--- config.mk ---
export PLATFORM = sky130hd
export DESIGN_NAME = mm_read_burst_core
export DESIGN_NICKNAME = d
export VERILOG_FILES = /design/src/rtl/mm_read_burst_core_pkg.sv /design/src/rtl/mm_read_burst_core.sv
export SDC_FILE = /design/constraint.sdc
export NUM_CORES = 1
export LEC_CHECK = 0
export ABC_CLOCK_PERIOD_IN_PS = 5050
export CORE_AREA = 2 2 245 247
export CTS_BUF_LIST = sky130_fd_sc_hd__clkbuf_16
export DETAILED_ROUTE_END_ITERATION = 7
export DIE_AREA = 0 0 247 249
export PLACE_DENSITY_LB_ADDON = 0.25
export SYNTH_ARGS = -nofsm -noshare
export SYNTH_HDL_FRONTEND = slang
export SYNTH_SLANG_ARGS = --single-unit
--- constraint.sdc ---
create_clock -name clock -period 5.05 [get_ports clock]
set_input_delay 0.7575 -clock clock [delete_from_list [all_inputs] [get_ports clock]]
set_output_delay 0.7575 -clock clock [all_outputs]
set_load 0.02 [all_outputs]
--- src/rtl/mm_read_burst_core_pkg.sv ---
// Shared types and AXI constants for the read burst engine.
package mm_read_burst_core_pkg;

  typedef enum logic [1:0] {
    IDLE = 2'd0,
    ADDR = 2'd1,
    DATA = 2'd2,
    DONE = 2'd3
  } state_t;

  localparam logic [1:0] BURST_INCR    = 2'b01;
  localparam logic [1:0] RESP_OKAY     = 2'b00;
  localparam logic [3:0] CACHE_DEFAULT = 4'b0011;

  // AXI size code: log2 of bytes per beat
  function automatic logic [2:0] arsize_f(input int dsize);
    return 3'($clog2(dsize / 8));
  endfunction

endpackage

--- src/rtl/mm_read_burst_core.sv ---
// AXI4 read-master burst engine: one AR per request, R beats forwarded
// through a single output register under downstream backpressure.
module mm_read_burst_core
  import mm_read_burst_core_pkg::*;
#(
  parameter int ASIZE     = 29,
  parameter int LSIZE     = 9,
  parameter int AXI_DSIZE = 256,
  parameter int IDSIZE    = 4,
  parameter int ID        = 0
) (
  input  logic                 clock,
  input  logic                 rst,
  input  logic                 read_req,
  input  logic [ASIZE-1:0]     req_addr,
  input  logic [LSIZE-1:0]     req_len,
  output logic                 req_resp,
  output logic                 req_done,
  input  logic                 pend_in,
  output logic                 pend_out,
  input  logic                 data_ready,
  output logic [AXI_DSIZE-1:0] odata,
  output logic                 odata_vld,
  output logic                 olast,
  output logic                 err_resp,
  output logic                 err_last,
  output logic [IDSIZE-1:0]    axi_arid,
  output logic [ASIZE-1:0]     axi_araddr,
  output logic [LSIZE-1:0]     axi_arlen,
  output logic [2:0]           axi_arsize,
  output logic [1:0]           axi_arburst,
  output logic                 axi_arlock,
  output logic [3:0]           axi_arcache,
  output logic [2:0]           axi_arprot,
  output logic [3:0]           axi_arqos,
  output logic                 axi_arvalid,
  input  logic                 axi_arready,
  input  logic [IDSIZE-1:0]    axi_rid,
  input  logic [AXI_DSIZE-1:0] axi_rdata,
  input  logic [1:0]           axi_rresp,
  input  logic                 axi_rlast,
  input  logic                 axi_rvalid,
  output logic                 axi_rready
);

  state_t       state;
  logic [LSIZE:0] cnt;
  logic         beat;
  logic         rid_unused;

  assign axi_arid    = IDSIZE'(ID);
  assign axi_arsize  = arsize_f(AXI_DSIZE);
  assign axi_arburst = BURST_INCR;
  assign axi_arlock  = 1'b0;
  assign axi_arcache = CACHE_DEFAULT;
  assign axi_arprot  = 3'b000;
  assign axi_arqos   = 4'b0000;

  // No skid buffer: the slave sees downstream readiness directly.
  assign axi_rready = (state == DATA) && data_ready;
  assign beat       = axi_rvalid && axi_rready;
  assign rid_unused = ^axi_rid;

  always_ff @(posedge clock) begin
    if (rst) begin
      state       <= IDLE;
      cnt         <= '0;
      req_resp    <= 1'b0;
      req_done    <= 1'b0;
      pend_out    <= 1'b0;
      odata       <= '0;
      odata_vld   <= 1'b0;
      olast       <= 1'b0;
      err_resp    <= 1'b0;
      err_last    <= 1'b0;
      axi_araddr  <= '0;
      axi_arlen   <= '0;
      axi_arvalid <= 1'b0;
    end else begin
      req_resp  <= 1'b0;
      req_done  <= 1'b0;
      odata_vld <= 1'b0;
      olast     <= 1'b0;
      case (state)
        IDLE: if (read_req && !pend_in) begin
          axi_araddr  <= req_addr;
          axi_arlen   <= req_len;
          axi_arvalid <= 1'b1;
          req_resp    <= 1'b1;
          pend_out    <= 1'b1;
          err_resp    <= 1'b0;
          err_last    <= 1'b0;
          cnt         <= '0;
          state       <= ADDR;
        end
        ADDR: if (axi_arready) begin
          axi_arvalid <= 1'b0;
          state       <= DATA;
        end
        DATA: if (beat) begin
          odata     <= axi_rdata;
          odata_vld <= 1'b1;
          olast     <= axi_rlast;
          cnt       <= cnt + 1'b1;
          if (axi_rresp != RESP_OKAY) err_resp <= 1'b1;
          // rlast is authoritative for termination; a misplaced one only flags
          if (axi_rlast) begin
            if (cnt != {1'b0, axi_arlen}) err_last <= 1'b1;
            req_done <= 1'b1;
            state    <= DONE;
          end else if (cnt == {1'b0, axi_arlen}) begin
            err_last <= 1'b1;
          end
        end
        DONE: begin
          pend_out <= 1'b0;
          state    <= IDLE;
        end
        default: state <= IDLE;
      endcase
    end
  end

endmodule

==> flow_summary.json <==
{
  "syn_area_per_cell_um2": 7.88,
  "async_reset_ff_share_pct": 0,
  "ys_seq_area_share_pct": 56.3,
  "io_pins": 632,
  "slew_violations": 0,
  "dpl.hpwl_um": 31000,
  "p_per_area_nw_per_um2": 348,
  "cpLargestDelayFamily": "buffers and inverters",
  "cts_tree": "yes",
  "grt_pass1_vias": 10900,
  "finalSetupTns_ps": 0,
  "wl_per_cell_um": 15.9,
  "ys_warn_count": 0,
  "synth_common_cells": "nand2_1, dfxtp_1, a21oi_1, clkbuf_1, buf_2",
  "finalWeightedCongestion": 0.810,
  "clk_pin_slew_ps": 60,
  "synth_top_cell_by_area": "dfxtp_1",
  "cp.arrival_ps": 2170,
  "cts_root_buf": "clkbuf_16",
  "path_class": "flop to primary output",
  "area_growth_syn_to_layout_pct": 69.9,
  "synth.most_common_cell": "nand2_1",
  "synth_top_area_share_pct": 56.3,
  "dp.cells": 2697,
  "track_usage_pct": 13.6,
  "drtIter0Drc": 461,
  "synthFlopType": "dfxtp_1",
  "tightest_slew_ps": 1150,
  "grt_pass1_wl_um": 65300,
  "crit_path_top_delay_cell": "clkdlybuf4s50_1",
  "cts.htree.levels": 2,
  "start_util_pct": 19.0,
  "drv_cap": 0,
  "path_cells": "inv_1, ha_1, and2_1, clkdlybuf4s50_1",
  "ys_seq_elements": 313,
  "via_per_inst": 4.07,
  "nNetsFinal": 2278,
  "dp_slack_ps": 1950,
  "min_period_over_period_pct": 58.0,
  "std_cell_rows": 89,
  "route.detailed.drc": 0,
  "r2r-end": "state[1]$_SDFFE_PP0P_",
  "io_buffers": 606,
  "rsz0062_at_grt": "false",
  "die_w_um": 247,
  "clock_path_buffers": 3,
  "netlist_instances": 1412,
  "timing.fmax_ghz": 0.342,
  "synthTopCellsByArea": "dfxtp_1, nand2_1, a21oi_1",
  "fin_crit_ps": 2930,
  "die_h_um": 249,
  "critPathBufInv": 2,
  "setup_violations": 0,
  "cpPeakStageDelay_ps": 600,
  "cp.required_ps": 4290,
  "hold_start": "odata[17]$_SDFFE_PP0P_",
  "peakVddDrop_mv": 0.222,
  "fin_util_pct": 32.2,
  "slew-limit-headroom_pct": 23.6,
  "clkLatencyLatePin_ps": 540,
  "wl_um": 43800,
  "finalHoldViolCount": 0,
  "worstHoldPathType": "flop to flop",
  "setup_ws_ps": 2120,
  "cp_max_fo": 9,
  "cts_repair_resize_count": 0,
  "hold_depth": 2,
  "synth-edff-count": 0,
  "syn_area_um2": 11100,
  "die_area_um2": 61500,
  "postCtsSetupRepairBufs": 0,
  "grt_antenna_before_repair": 1,
  "critPathCaptureType": "primary output",
  "first_pass_iters": 7,
  "ant_nets": 0,
  "grt_max_degree": 155,
  "crit_path_start_kind": "flop",
  "clock-sinks": 313,
  "fp.coreArea_um2": 58700,
  "vias": 11200,
  "cts_buffers": 38,
  "final_cell_count_no_fill": 2762,
  "whs_endpoint": "odata[17]$_SDFFE_PP0P_",
  "clock-skew-final_ps": 10.7,
  "drive_gt1_share_pct": 2.92,
  "r2r_setup_slack_ps": 2410,
  "r2r-start": "state[0]$_SDFFE_PP0P_",
  "hold_slack_ps": 451,
  "grt-ovfl-total": 0,
  "outcome": "completed",
  "rr_worst_depth": 7,
  "synth_cell_types": 30,
  "total_leakage_power_nw": 6.30,
  "ctsHoldBuffers": 0
}
==> per-stage QoR <==
step                      power (mW)  cell area, µm²
final                           6.58           18900
after global placement          4.15           17800
after CTS                       6.73           18900
after floorplan                 3.45           11200
after detailed placement        4.16           17800
after global routing            6.92           18900
==> worst max-delay path by stage <==
stage                                from               endpoint  slack, ps  cells past startpoint
finish              state[0]$_SDFFE_PP0P_             axi_rready       2120                      4
global route        state[0]$_SDFFE_PP0P_             axi_rready       1970                      4
CTS                 state[0]$_SDFFE_PP0P_             axi_rready       2050                      4
detailed placement             axi_rvalid  state[1]$_SDFFE_PP0P_       1950                      6
global placement               axi_rvalid  state[1]$_SDFFE_PP0P_       1990                      6
floorplan                         pend_in    cnt[3]$_SDFFE_PP0P_       3180                      4
==> cell type report <==
type                            instances  area, µm²
Fill cell                            6132      39800
Inverter                                5       18.8
Clock inverter                         23       90.1
Timing Repair Buffer                  616       6200
Antenna cell                            1       2.50
Clock buffer                           41       1030
Sequential cell                       313       6270
Multi-Input combinational cell        990       4350
Tap cell                              773        967
==> worst register-to-register path, cell delays in order, from the launching register on <==
cell      delay [ps]
dfxtp_1          340
inv_1            120
ha_1             400
and3_4           760
nand2_1          140
a222oi_1         470
mux2i_1          240
nor2_1            50
==> sequential cells by signal (all words and copies together), names as in the netlist <==
| signal | count |
|---|---|
| pend_out | 1 |
| axi_araddr | 29 |
| cnt | 10 |
| req_resp | 1 |
| odata_vld | 1 |
| err_last | 1 |
| err_resp | 1 |
| odata | 256 |
| axi_arvalid | 1 |
| state | 2 |
| req_done | 1 |
| axi_arlen | 9 |
==> cells by family (layout without fill, tap and decap cells) <==
| group | Yosys count | after routing | synth area share (%) |
|---|---|---|---|
| multiplexers | 1 | 1 | 0.0899 |
| adder cells (fa/ha/maj) | 6 | 6 | 0.674 |
| other | 2 | 22 | 0.0675 |
| flip-flops | 313 | 313 | 56.3 |
| buffers and inverters | 128 | 685 | 5.40 |
| AND/OR/NAND/NOR | 637 | 637 | 22.0 |
| XOR/XNOR | 18 | 18 | 1.42 |
| AO/OA/AOI/OAI | 307 | 307 | 14.0 |
==> cells in the final DEF, fill, tap and decap left out, types with 3 or more instances in the layout <==
| cell type | count |
|---|---|
| clkinv_2 | 3 |
| nand2_1 | 595 |
| nand2b_1 | 3 |
| nor2_1 | 17 |
| buf_12 | 4 |
| clkinv_1 | 12 |
| conb_1 | 21 |
| a211oi_1 | 3 |
| nor3_1 | 3 |
| inv_1 | 13 |
| nand4_1 | 6 |
| xnor2_1 | 14 |
| xor2_1 | 4 |
| clkdlybuf4s50_1 | 605 |
| and2_1 | 3 |
| a21oi_1 | 298 |
| buf_4 | 6 |
| clkbuf_16 | 41 |
| ha_1 | 6 |
| dfxtp_1 | 313 |
==> where the power goes <==
group          total (mW)  switching (mW)  internal [mW]
Clock                2.49            1.05           1.44
Sequential           2.73          0.0919           2.63
Combinational        1.36           0.735          0.630
==> metal layers <==
layer | track usage, % | share of wire, % | up-vias
li1 | - | - | 5584
met2 | 24.3 | 50 | 381
met3 | 4.22 | 8.3 | 71
met4 | 4.85 | 2.9 | 0
met5 | 0 | 0 | -
met1 | 14.9 | 39 | 5208
Power figures use the tool's default switching activity.
